==> config.mk <==
export PLATFORM = sky130hd
export DESIGN_NAME = instr_fetch_unit_flat
export DESIGN_NICKNAME = d
export VERILOG_FILES = /design/src/rtl/instr_fetch_unit_if.sv /design/src/rtl/instr_fetch_unit.sv /design/src/flat_wrapper.sv
export SDC_FILE = /design/constraint.sdc
export NUM_CORES = 1
export LEC_CHECK = 0
export ABC_AREA = 1
export CAP_MARGIN = 20
export CELL_PAD_IN_SITES_DETAIL_PLACEMENT = 1
export CELL_PAD_IN_SITES_GLOBAL_PLACEMENT = 2
export CORE_MARGIN = 2
export CORE_UTILIZATION = 26
export CTS_CLUSTER_DIAMETER = 40
export DETAILED_ROUTE_END_ITERATION = 10
export HOLD_SLACK_MARGIN = 0.05
export PLACE_DENSITY = 0.82
export SYNTH_ARGS = -nofsm -noshare
export SYNTH_HDL_FRONTEND = slang
export SYNTH_SLANG_ARGS = --single-unit
==> constraint.sdc <==
create_clock -name sysclk -period 1.75 [get_ports sysclk]
set_input_delay 0.525 -clock sysclk [delete_from_list [all_inputs] [get_ports sysclk]]
set_output_delay 0.525 -clock sysclk [all_outputs]
set_load 0.02 [all_outputs]
==> src/rtl/instr_fetch_unit_if.sv <==
// Bus bundle between the instruction fetch unit and its environment:
// PC generator handshake, flush, instruction memory port and decode handshake.
// The slave modport is the fetch unit itself; the master modport is whatever
// surrounds it (PC generator, memory, decode).
interface instr_fetch_unit_if #(
  parameter int ADDR_W = 32,
  parameter int DATA_W = 32
);
  logic [ADDR_W-1:0] pc_in;
  logic              pc_valid;
  logic              pc_ready;
  logic              flush;
  logic              mem_req;
  logic [ADDR_W-1:0] mem_addr;
  logic              mem_gnt;
  logic              mem_rvalid;
  logic [DATA_W-1:0] mem_rdata;
  logic              instr_valid;
  logic              instr_ready;
  logic [DATA_W-1:0] instr;
  logic [ADDR_W-1:0] instr_pc;
  logic              instr_misaligned;
  logic              busy;

  modport slave (
    input  pc_in, pc_valid, flush, mem_gnt, mem_rvalid, mem_rdata, instr_ready,
    output pc_ready, mem_req, mem_addr, instr_valid, instr, instr_pc,
           instr_misaligned, busy
  );

  modport master (
    output pc_in, pc_valid, flush, mem_gnt, mem_rvalid, mem_rdata, instr_ready,
    input  pc_ready, mem_req, mem_addr, instr_valid, instr, instr_pc,
           instr_misaligned, busy
  );
endinterface

==> src/rtl/instr_fetch_unit.sv <==
// Instruction fetch unit: accepts PCs, issues one outstanding memory read at a
// time, buffers returned words (tagged with their PC) in a small FIFO for
// decode, and discards everything buffered or in flight on flush.
module instr_fetch_unit #(
  parameter int              ADDR_W     = 32,
  parameter int              DATA_W     = 32,
  parameter int              FIFO_DEPTH = 2,
  parameter logic [DATA_W-1:0] NOP_INSTR = 32'h00000013
) (
  input logic               sysclk,
  input logic               reset_n,
  instr_fetch_unit_if.slave bus
);

  localparam int PTR_W = (FIFO_DEPTH > 1) ? $clog2(FIFO_DEPTH) : 1;
  localparam int CNT_W = PTR_W + 1;

  typedef enum logic [1:0] {
    S_IDLE,
    S_REQ,
    S_WAIT,
    S_DROP
  } state_t;

  state_t            state_reg, state_next;
  logic [ADDR_W-1:0] pc_reg, pc_next;

  // FIFO storage and bookkeeping
  logic [DATA_W-1:0] fifo_data_reg [FIFO_DEPTH];
  logic [ADDR_W-1:0] fifo_pc_reg   [FIFO_DEPTH];
  logic              fifo_mis_reg  [FIFO_DEPTH];
  logic [PTR_W-1:0]  wr_ptr_reg, rd_ptr_reg;
  logic [CNT_W-1:0]  count_reg;

  logic              push;
  logic [DATA_W-1:0] push_data;
  logic [ADDR_W-1:0] push_pc;
  logic              push_mis;
  logic              pop;
  logic              fifo_empty;
  logic              accept;
  logic              pc_aligned;

  assign fifo_empty   = (count_reg == '0);
  // A free slot at acceptance time is what guarantees the response a place.
  assign bus.pc_ready = (state_reg == S_IDLE) && (count_reg < CNT_W'(FIFO_DEPTH)) && !bus.flush;
  assign accept       = bus.pc_valid && bus.pc_ready;
  assign pc_aligned   = (bus.pc_in[1:0] == 2'b00);
  assign pop          = !fifo_empty && bus.instr_ready;

  // State and latched-PC register
  always_ff @(posedge sysclk or negedge reset_n) begin
    if (!reset_n) begin
      state_reg <= S_IDLE;
      pc_reg    <= '0;
    end else begin
      state_reg <= state_next;
      pc_reg    <= pc_next;
    end
  end

  // Next-state logic and FIFO push selection
  always_comb begin
    state_next = state_reg;
    pc_next    = pc_reg;
    push       = 1'b0;
    push_data  = '0;
    push_pc    = '0;
    push_mis   = 1'b0;
    case (state_reg)
      S_IDLE: begin
        if (accept) begin
          if (pc_aligned) begin
            pc_next    = bus.pc_in;
            state_next = S_REQ;
          end else begin
            // Misaligned: no memory access, hand decode a NOP tagged with the PC
            push      = 1'b1;
            push_data = NOP_INSTR;
            push_pc   = bus.pc_in;
            push_mis  = 1'b1;
          end
        end
      end
      S_REQ: begin
        if (bus.mem_gnt) begin
          // Granted in the flush cycle: the response still arrives and must be eaten
          state_next = bus.flush ? S_DROP : S_WAIT;
        end else if (bus.flush) begin
          state_next = S_IDLE;
        end
      end
      S_WAIT: begin
        if (bus.mem_rvalid) begin
          state_next = S_IDLE;
          if (!bus.flush) begin
            push      = 1'b1;
            push_data = bus.mem_rdata;
            push_pc   = pc_reg;
          end
        end else if (bus.flush) begin
          state_next = S_DROP;
        end
      end
      S_DROP: begin
        if (bus.mem_rvalid) begin
          state_next = S_IDLE;
        end
      end
      default: state_next = S_IDLE;
    endcase
  end

  // One register slot per FIFO entry, written when the write pointer selects it
  generate
    for (genvar gi = 0; gi < FIFO_DEPTH; gi++) begin : g_entry
      always_ff @(posedge sysclk or negedge reset_n) begin
        if (!reset_n) begin
          fifo_data_reg[gi] <= '0;
          fifo_pc_reg[gi]   <= '0;
          fifo_mis_reg[gi]  <= 1'b0;
        end else if (push && (wr_ptr_reg == PTR_W'(gi))) begin
          fifo_data_reg[gi] <= push_data;
          fifo_pc_reg[gi]   <= push_pc;
          fifo_mis_reg[gi]  <= push_mis;
        end
      end
    end
  endgenerate

  // FIFO pointers and occupancy; flush empties the buffer outright
  always_ff @(posedge sysclk or negedge reset_n) begin
    if (!reset_n) begin
      wr_ptr_reg <= '0;
      rd_ptr_reg <= '0;
      count_reg  <= '0;
    end else if (bus.flush) begin
      wr_ptr_reg <= '0;
      rd_ptr_reg <= '0;
      count_reg  <= '0;
    end else begin
      if (push) wr_ptr_reg <= wr_ptr_reg + PTR_W'(1);
      if (pop)  rd_ptr_reg <= rd_ptr_reg + PTR_W'(1);
      case ({push, pop})
        2'b10:   count_reg <= count_reg + CNT_W'(1);
        2'b01:   count_reg <= count_reg - CNT_W'(1);
        default: count_reg <= count_reg;
      endcase
    end
  end

  // Head of the FIFO drives decode; fields read as zero while empty
  assign bus.instr_valid      = !fifo_empty;
  assign bus.instr            = fifo_empty ? '0   : fifo_data_reg[rd_ptr_reg];
  assign bus.instr_pc         = fifo_empty ? '0   : fifo_pc_reg[rd_ptr_reg];
  assign bus.instr_misaligned = fifo_empty ? 1'b0 : fifo_mis_reg[rd_ptr_reg];

  assign bus.mem_req  = (state_reg == S_REQ);
  assign bus.mem_addr = pc_reg;
  assign bus.busy     = (state_reg != S_IDLE) || !fifo_empty;

endmodule
==> src/flat_wrapper.sv <==
// flat-port wrapper written by rule: the top's interface ports become plain ports
module instr_fetch_unit_flat 
#(
  parameter int              ADDR_W     = 32,
  parameter int              DATA_W     = 32,
  parameter int              FIFO_DEPTH = 2,
  parameter logic [DATA_W-1:0] NOP_INSTR = 32'h00000013
)
  (sysclk, reset_n, bus_pc_in, bus_pc_valid, bus_flush, bus_mem_gnt, bus_mem_rvalid, bus_mem_rdata, bus_instr_ready, bus_pc_ready, bus_mem_req, bus_mem_addr, bus_instr_valid, bus_instr, bus_instr_pc, bus_instr_misaligned, bus_busy);
  instr_fetch_unit_if #(.ADDR_W(ADDR_W), .DATA_W(DATA_W)) bus_i ();
  input logic sysclk;
  input logic reset_n;
  input wire logic [$bits(bus_i.pc_in)-1:0] bus_pc_in;
  input wire logic [$bits(bus_i.pc_valid)-1:0] bus_pc_valid;
  input wire logic [$bits(bus_i.flush)-1:0] bus_flush;
  input wire logic [$bits(bus_i.mem_gnt)-1:0] bus_mem_gnt;
  input wire logic [$bits(bus_i.mem_rvalid)-1:0] bus_mem_rvalid;
  input wire logic [$bits(bus_i.mem_rdata)-1:0] bus_mem_rdata;
  input wire logic [$bits(bus_i.instr_ready)-1:0] bus_instr_ready;
  output wire logic [$bits(bus_i.pc_ready)-1:0] bus_pc_ready;
  output wire logic [$bits(bus_i.mem_req)-1:0] bus_mem_req;
  output wire logic [$bits(bus_i.mem_addr)-1:0] bus_mem_addr;
  output wire logic [$bits(bus_i.instr_valid)-1:0] bus_instr_valid;
  output wire logic [$bits(bus_i.instr)-1:0] bus_instr;
  output wire logic [$bits(bus_i.instr_pc)-1:0] bus_instr_pc;
  output wire logic [$bits(bus_i.instr_misaligned)-1:0] bus_instr_misaligned;
  output wire logic [$bits(bus_i.busy)-1:0] bus_busy;
  assign bus_i.pc_in = bus_pc_in;
  assign bus_i.pc_valid = bus_pc_valid;
  assign bus_i.flush = bus_flush;
  assign bus_i.mem_gnt = bus_mem_gnt;
  assign bus_i.mem_rvalid = bus_mem_rvalid;
  assign bus_i.mem_rdata = bus_mem_rdata;
  assign bus_i.instr_ready = bus_instr_ready;
  assign bus_pc_ready = bus_i.pc_ready;
  assign bus_mem_req = bus_i.mem_req;
  assign bus_mem_addr = bus_i.mem_addr;
  assign bus_instr_valid = bus_i.instr_valid;
  assign bus_instr = bus_i.instr;
  assign bus_instr_pc = bus_i.instr_pc;
  assign bus_instr_misaligned = bus_i.instr_misaligned;
  assign bus_busy = bus_i.busy;
  instr_fetch_unit #(.ADDR_W(ADDR_W), .DATA_W(DATA_W), .FIFO_DEPTH(FIFO_DEPTH), .NOP_INSTR(NOP_INSTR)) u_core (.sysclk(sysclk), .reset_n(reset_n), .bus(bus_i));
endmodule
==> metrics.txt, run 1 <==
run status complete, but fails checks; violations in the final reports negative setup slack; Slew @ Worst Pin 0.5212 ns; worst relative slew slack 65.25%; power density cells 1431 mW/mm^2; initial antenna violation count 0; first-pass GRT wire length ~45000 um; wirelength, routed 34890 um; Worst Setup EP bus_instr[15]; Antenna Cells 0; Filler Cell Count about 3200; xor/xnor share of the synthesized area 0%; RSZ-0062 raised after global routing true; crit-path max FO 6; Post-synth EDFFs 0; post-synthesis cell type count 25; Setup Viol. Count Final 233; Die H 175.7 um; Synth area leader dfrtp_1; mapped cell area around 0.0077 mm^2; vias 8036; nets 1325; gr ovfl total 0; top cells by count, synth nand2_1, o21ai_0, dfrtp_1, inv_1, a21oi_1; Setup crit end kind primary output; main combinational cell family by area after synthesis simple AND/OR/NAND/NOR gates; Compound-Gate Fraction of Synth Area between 15 and 20%; fin crit share 138.5%; Simple-Gate Fraction of Synth Area 20.02%; worst vdd ir 0.6692 mV; syn_nets 1045; Adder-Cell Fraction of Synth Area 0%; Num CTS Buffers 17; crit start category flop; Port Buf Inserts 171; Final Worst Setup Slack -0.6738 ns; Critical Path AT 1.90 ns; Initial Util 26.57%; Worst Path Required approximately 1.2 ns; depth of the most critical reg-to-reg path 14; crit path cell chain clkinvlp_4 > buf_12 > clkbuf_16 > nand2_4 > a21oi_2 > buf_4; Final Slew Violations 0; Static Leak slightly above 6 nW; row count slightly above 60; Max Clock Skew about 0.018 ns; wire per inst between 20 and 25 um; area delta synth->final 80.96%; antenna-violating nets left 0; H-Tree Depth 4; Vias per Instance roughly 4.9; Root Buffer clkbuf_16; First-pass DRT Iterations 5; crit path kind reg2out; Worst Setup SP u_core.rd_ptr_reg; RR Endpoint u_core.fifo_pc_reg[39]; critical path's largest stage delay 0.58 ns; CP Buf/Inv Count 4; deepest clock path buffer count 2; max_cap viols 0; min Tclk post-route between 2 and 2.5 ns; synth warn 0; Detailed Place HPWL around 16000 um; post-synthesis mux area share 0%; CTS tree done; Largest delay share family, worst path buffers and inverters; die area 0.03088 mm^2; vias in the first global route 7914; CTS sink cnt 168; final core utilization roughly half; top cells by area, synth dfrtp_1, nand2_1, o21ai_0; number of cells on the critical path 6; endpoints failing hold 0; Die Wd 175.7 um; global placer's final weighted congestion roughly 0.75; Reg2Reg Setup Slack -0.45 ns; share of the synthesized area in the top cell type 54.82%; syn_area_per_cell 7.873 um^2; register bit total from synthesis 168; First DRT Iteration DRCs 452; Remaining DRCs 0; fmax 412.6 MHz; share of layout cells above drive strength 1 a little over two fifths; Mapped Cells between 900 and 1000; Slowest-stage cell, CP dfrtp_4; clock-pin slew of the registers on the worst-case setup and hold paths 0.07 ns; Total Power slightly below 20 mW; most frequent cell after synthesis nand2_1; Async S/R FF share, synth 100.0%; worst-skew pair later-pin latency 0.43 ns; Hold Crit Class reg2reg; Overall Global Routing Usage 18.91%; Crit Reg-Reg Startpoint u_core.count_reg[1]; prevailing post-synth register cell dfrtp_1; sequential fraction of the synthesis area between 50% and 60%; pin count of the biggest net entering global routing between 60 and 70; Top Ports between 150 and 200; core footprint just under 0.03 mm^2
## stage by stage
stage	cell area (um^2)	std cells	setup WS, ns	hold slack [ns]	setup TNS (ns)
final	13880	1651	-0.6738	0.4804	-81.55
after global routing	13880	1651	-0.7018	0.5108	-96.09
after CTS	12080	1613	-0.6270	0.4760	-48.57
after detailed placement	10550	1537	-0.6668	0.4536	-117.82
after global placement	10550	1537	-0.6183	0.4484	-106.83
after floorplan	7905	974	-0.08880	0.2294	-0.9322
## cell families after synthesis
| group | Yosys count |
|---|---|
| compound gates | 268 |
| simple gates | 393 |
| buf+inv | 145 |
| flops | 168 |
## layout make-up
| cell class | count | area, um^2 | area share [%] |
|---|---|---|---|
| Clock buffer | 18 | 429.2 | 3.093 |
| Clock inverter | 14 | 136.4 | 0.9828 |
| Inverter | 84 | 362.8 | 2.615 |
| Multi-Input combinational cell | 661 | 4161 | 29.99 |
| Sequential cell | 168 | 4212 | 30.35 |
| Tap cell | 384 | 480.5 | 3.462 |
| Timing Repair Buffer | 320 | 4068 | 29.31 |
| Timing Repair inverter | 2 | 27.53 | 0.1984 |
## worst min-delay path by stage
| stage | endpoint | start | cells after the start |
|---|---|---|---|
| 2_1_floorplan | u_core.bus.mem_addr[0] | reset_n | 0 |
| 3_3_place_gp | u_core.fifo_pc_reg[55] | u_core.fifo_pc_reg[55] | 2 |
| 3_5_place_dp | u_core.fifo_pc_reg[61] | u_core.fifo_pc_reg[61] | 2 |
| 4_1_cts | u_core.fifo_pc_reg[32] | u_core.fifo_pc_reg[32] | 2 |
| 5_1_grt | u_core.fifo_pc_reg[36] | u_core.fifo_pc_reg[36] | 2 |
| 6_report | u_core.fifo_pc_reg[32] | u_core.fifo_pc_reg[32] | 2 |
## cell usage in the layout (no fill, tap or decap), types with 23 or more instances in the layout
master           instances
nand2_1                255
dfrtp_1                164
o21ai_1                 88
nand2_2                 80
inv_1                   74
o21ai_2                 71
clkdlybuf4s50_1         67
buf_4                   66
buf_6                   61
a21oi_2                 56
clkbuf_16               35
nand2_4                 34
dlygate4sd2_1           34
buf_12                  31
o21ai_0                 24
buf_16                  23
## worst reg2reg max path: stages, from the launching register on
cell and delay (ns):
dfrtp_2 0.45, buf_4 0.15, buf_6 0.11, buf_6 0.12, nor2_4 0.14, nand4_4 0.13
nand2_2 0.11, buf_6 0.10, inv_4 0.04, nor2_8 0.23, clkinv_8 0.14, buf_12 0.16
buf_16 0.12, nand2_1 0.05, nand2_1 0.04
## power breakdown
part           leakage [nW]  internal (mW)  switching (mW)  total [mW]
clock network         0.280           1.89            1.86        3.76
registers              2.20           5.16           0.837        6.00
logic                  3.64           4.44            5.66        10.1
## metal layers
metal	GRT usage, %	vias up	share of wire (%)
li1	-	3704	-
met1	25.78	4115	45
met2	32.02	185	50
met3	2.316	32	3.5
met4	4.580	0	1.4
met5	0	-	0
## repair_timing
action                     4_1_cts  5_1_grt
cloned                          21       25
pin swaps                        6       61
setup endpoints to repair      233      230
resized for setup              473      461
hold buffers                     1        0
buffers inserted                22       16
hold endpoints to repair        15        0
No activity file was read; power rests on OpenSTA's default activity.
==> inputs of run 2 (changes only) <==
--- a/config.mk
+++ b/config.mk
@@ -13,6 +13,7 @@
 export CORE_UTILIZATION = 26
 export CTS_CLUSTER_DIAMETER = 40
 export DETAILED_ROUTE_END_ITERATION = 10
+export GPL_TIMING_DRIVEN = 0
 export HOLD_SLACK_MARGIN = 0.05
 export PLACE_DENSITY = 0.82
 export SYNTH_ARGS = -nofsm -noshare
==> metrics.txt, run 2 (same netlist as run 1, synthesis figures left out) <==
Filler Cell Count 3167; Setup Viol. Count Final 152; Top Ports 172; Clk pwr share 20.4%; Final Worst Setup Slack -0.4990 ns; deepest clock path buffer count 2; most frequent cells in the layout nand2_1, dfrtp_1, nand2_2; power density cells 1426 mW/mm^2; CTS tree done; final core utilization 48.55%; Setup crit end kind primary output; Vias per Instance ~4.8; pin count of the biggest net entering global routing roughly 110; worst vdd ir 0.6116 mV; Worst Path Required 1.22 ns; switching share of power 40.93%; Root Buffer clkbuf_16; Antenna Cells 0; vias in the first global route a little over 8000; Crit Reg-Reg Startpoint u_core.state_reg[0]; dpl cell area 0.01013 mm^2; min Tclk post-route 2.249 ns; First-pass DRT Iterations 4; Critical Path AT 1.72 ns; crit-path max FO 10; worst hold margin about 0.040 ns; vias just under 8000; CTS sink cnt ~170; fin crit share 128.5%; violations in the final reports negative setup slack; area delta synth->final 82.70%; die area 0.03088 mm^2; Comb pwr share 49.1%; Remaining DRCs 0; wirelength, routed 32480 um; wire per inst 19.76 um; run status complete, but fails checks; Hold Crit Class in2async; fmax 444.6 MHz; crit path kind reg2out; commonest non-fill, non-tap cell in the layout nand2_1; core footprint 0.02886 mm^2; max_cap viols 0; Final Slew Violations 0; H-Tree Depth 4; row count 62; Reg2Reg Setup Slack -0.14 ns; depth of the most critical reg-to-reg path 11; Fin Setup TNS -34.62 ns; Die H around 180 um; RR Endpoint u_core.fifo_pc_reg[51]; CTS Hold Bufs 0; clock-pin slew of the registers on the worst-case setup and hold paths approximately 0.070 ns; first-pass GRT wire length between 40000 and 50000 um; Slew @ Worst Pin 0.5576 ns; Int Pwr between 10 and 15 mW; worst relative slew slack about 63%; antenna-violating nets left 0; Register Area 0.004209 mm^2; share of layout cells above drive strength 1 47.38%; nets 1319; Static Leak 6.418 nW; First DRT Iteration DRCs 394; worst-skew pair later-pin latency between 0.4 and 0.5 ns; global placer's final weighted congestion 0.7478; Detailed Place HPWL 18870 um; Max Clock Skew 0.01098 ns; Port Buf Inserts 171; initial antenna violation count 0; Overall Global Routing Usage 20.52%; Die Wd 175.7 um; multi-input logic area around 0.0044 mm^2; crit start category flop; RSZ-0062 raised after global routing true; gr ovfl total 0; fin area 0.01401 mm^2; Switch Pwr 8.179 mW; Num CTS Buffers 17; endpoints failing hold 0; Initial Util a little over a quarter; sequential power share ~30%
[run 2: stage by stage]
step	power (mW)	worst slack (ns)	cells
after detailed placement	11.92	-1.369	1530
after floorplan	9.130	-0.08880	974
after CTS	19.03	-0.4940	1625
final	19.98	-0.4990	1644
after global routing	21.02	-0.5593	1644
after global placement	11.78	-7.427	1529
[run 2: worst max-delay path by stage]
stage,slack [ns],start,endpoint
floorplan,-0.09,u_core.rd_ptr_reg,bus_instr_misaligned
global placement,-7.43,reset_n,u_core.fifo_pc_reg[26]
detailed placement,-1.37,bus_mem_rvalid,u_core.fifo_pc_reg[5]
CTS,-0.49,u_core.rd_ptr_reg,bus_instr[25]
global route,-0.56,u_core.rd_ptr_reg,bus_instr_pc[0]
finish,-0.50,u_core.rd_ptr_reg,bus_instr_pc[0]
[run 2: final cells by class]
type | instances | area share, %
Inverter | 84 | 2.742
Clock inverter | 14 | 1.331
Buffer | 57 | 6.742
Timing Repair inverter | 1 | 0.1161
Multi-Input combinational cell | 661 | 31.56
Tap cell | 384 | 3.429
Clock buffer | 17 | 3.036
Timing Repair Buffer | 258 | 21.00
Sequential cell | 168 | 30.04
[run 2: routing by layer]
layer | GRT usage [%] | part of all wire (%) | up-vias
met5 | 0 | 0 | -
met2 | 34.97 | 51 | 151
li1 | - | - | 3672
met4 | 5.234 | 1.8 | 0
met1 | 27.11 | 44 | 3973
met3 | 3.398 | 3.2 | 35
[run 2: worst max-delay path: stages, from the launching register on]
cell      delay, ns
dfrtp_2        0.44
clkbuf_4       0.29
o21ai_0        0.16
a21oi_2        0.21
buf_4          0.18
[run 2: what timing repair did]
| item | in CTS | in global routing |
|---|---|---|
| setup buffers | 47 | 33 |
| pin swaps | 25 | 54 |
| cloned | 19 | 11 |
| endpoints found under the setup margin | 267 | 268 |
| hold endpoints to repair | 0 | 0 |
| resized for setup | 842 | 374 |
[run 2: power by group through the flow]
stage	Combinational, mW	Clock, mW	Sequential (mW)
global route	10.5	4.31	6.23
finish	9.81	4.09	6.08
CTS	8.95	4.13	5.96
floorplan	2.96	0	6.17
global placement	5.95	0	5.82
detailed placement	6.07	0	5.85
==> inputs of run 3 (changes only) <==
--- a/config.mk
+++ b/config.mk
@@ -9,6 +9,7 @@
 export CAP_MARGIN = 20
 export CELL_PAD_IN_SITES_DETAIL_PLACEMENT = 1
 export CELL_PAD_IN_SITES_GLOBAL_PLACEMENT = 2
+export CORE_ASPECT_RATIO = 1.25
 export CORE_MARGIN = 2
 export CORE_UTILIZATION = 26
 export CTS_CLUSTER_DIAMETER = 40
==> metrics.txt, run 3 (same netlist as run 1, synthesis figures left out) <==
pin count of the biggest net entering global routing about 110; RSZ-0062 raised after global routing true; H-Tree Depth 4; run status complete, but fails checks; Static Leak ~5.9 nW; Comb pwr share 49.2%; Hold Crit Class reg2reg; hold path cells 2; Fin Setup TNS -34.22 ns; vias 7717; Port Buf Inserts about 170; Final Worst Setup Slack -0.4645 ns; sequential power share 30.7%; Int Pwr between 10 and 15 mW; crit-path max FO 5; wire per inst between 15 and 20 um; Final Slew Violations 0; Critical Path AT 1.69 ns; Slew @ Worst Pin 0.4998 ns; Max Clock Skew approximately 0.0081 ns; worst relative slew slack 66.68%; Reg2Reg Setup Slack -0.12 ns; depth of the most critical reg-to-reg path 13; worst vdd ir 0.7657 mV; Overall Global Routing Usage 19.30%; share of layout cells above drive strength 1 39.87%; fin crit share 126.5%; wirelength, routed 30590 um; Remaining DRCs 0; Die H 196.0 um; RR Endpoint u_core.fifo_pc_reg[4]; switching share of power 40.69%; Switch Pwr 7.951 mW; CTS tree done; Setup Viol. Count Final 166; First-pass DRT Iterations 4; worst-skew pair later-pin latency 0.43 ns; violations in the final reports negative setup slack; vias in the first global route about 8300; max_cap viols 0; min Tclk post-route 2.215 ns; Initial Util approximately a quarter; antenna-violating nets left 0; Antenna Cells 0; hold endpoint u_core.fifo_pc_reg[63]; CTS sink cnt 168; crit path cell chain clkbuf_16 > inv_12 > clkbuf_16 > nand2_2 > a21oi_2 > buf_6; initial antenna violation count 0; Vias per Instance approximately 4.7; fmax 451.6 MHz; most used cell, CP clkbuf_16; crit start category flop; area delta synth->final 76.18%; Die Wd 157.6 um; worst hold margin around 0.47 ns; gr ovfl total 0; First DRT Iteration DRCs 259; Num CTS Buffers 17; clock-pin slew of the registers on the worst-case setup and hold paths roughly 0.07 ns; Clk pwr share 20.1%; commonest non-fill, non-tap cell in the layout nand2_1; most frequent cells in the layout nand2_1, dfrtp_1, buf_4, inv_1, o21ai_0; crit path kind reg2out; Root Buffer clkbuf_16; Detailed Place HPWL around 19000 um; Crit Reg-Reg Startpoint u_core.count_reg[1]; Slowest-stage cell, CP dfrtp_2; power density cells 1446 mW/mm^2; Top Ports roughly 170; nets 1317; row count 70; hold path startpoint u_core.fifo_pc_reg[63]; Post-Place Worst Slack -1.322 ns; endpoints failing hold 0; deepest clock path buffer count 2; die area 0.03089 mm^2; first-pass GRT wire length roughly 46000 um; Setup crit end kind primary output; global placer's final weighted congestion 0.7457; core footprint 0.02917 mm^2; critical path's largest stage delay 0.46 ns; Worst Path Required 1.22 ns
==> run 3: changes by cell type in the layout (fill, tap and decap cells not counted), moves of 26 or more <==
cell | previous run | this run
nand2_1 | 206 | 282
nand2_2 | 107 | 56
dlygate4sd2_1 | 0 | 35
dlymetal6s2s_1 | 33 | 1
o21ai_0 | 35 | 67
nand2_4 | 56 | 30
==> run 3: metal layers <==
layer	wire length, um	up-vias	GRT usage [%]
met2	16430	148	35.02
met1	12790	3875	23.46
met5	0	-	0
li1	-	3676	-
met3	991	18	3.159
met4	381	0	5.152
==> run 3: layout make-up <==
cell class | instances | area [um^2]
fill | 3296 | 15660
sequential | 168 | 4209
multi-input combinational | 661 | 4155
timing repair buffer | 252 | 2783
buffer | 61 | 874.6
tap | 396 | 495.5
clock buffer | 20 | 466.7
inverter | 84 | 377.9
clock inverter | 12 | 141.4
timing repair inverter | 1 | 7.507
==> run 3: worst max path at each step <==
| stage | start | end | cells after the start |
|---|---|---|---|
| floorplan | u_core.rd_ptr_reg | bus_instr_misaligned | 4 |
| global placement | reset_n | u_core.fifo_data_reg[8] | 1 |
| detailed placement | u_core.rd_ptr_reg | bus_instr[1] | 5 |
| CTS | u_core.rd_ptr_reg | bus_instr_misaligned | 5 |
| global route | u_core.rd_ptr_reg | bus_instr[12] | 6 |
| finish | u_core.rd_ptr_reg | bus_instr[24] | 6 |
==> run 3: power groups by stage <==
stage | logic, mW | clock network [mW] | registers [mW]
global route | 10.3 | 4.17 | 6.15
CTS | 8.06 | 4.00 | 5.87
floorplan | 2.96 | 0 | 6.17
finish | 9.62 | 3.93 | 5.99
detailed placement | 6.07 | 0 | 5.83
global placement | 5.97 | 0 | 5.81
==> run 3: worst max-delay path, delay by kind of cell, from the launching register on <==
family	cells	cell delay (ns)
AND/OR/NAND/NOR	1	0.05
buffers and inverters	4	0.58
flip-flops	1	0.46
AO/OA/AOI/OAI	1	0.17
==> run 3: repair_timing <==
action                                 in CTS  in global routing
endpoints found under the hold margin      56                  0
pin swaps                                  24                 29
hold buffers                                1                  0
setup endpoints to repair                 267                239
resized for setup                         780                311
setup buffers                              39                 20
gates cloned                               14                  9
==> run 3: through the flow <==
step | total power [mW] | instances | instance area (um^2) | util (%)
after global routing | 20.66 | 1655 | 13510 | 46.32
final | 19.54 | 1655 | 13510 | 46.32
after floorplan | 9.130 | 974 | 7905 | -
after global placement | 11.78 | 1541 | 10110 | 34.67
after CTS | 17.92 | 1628 | 12220 | 41.91
after detailed placement | 11.91 | 1542 | 10140 | 34.78
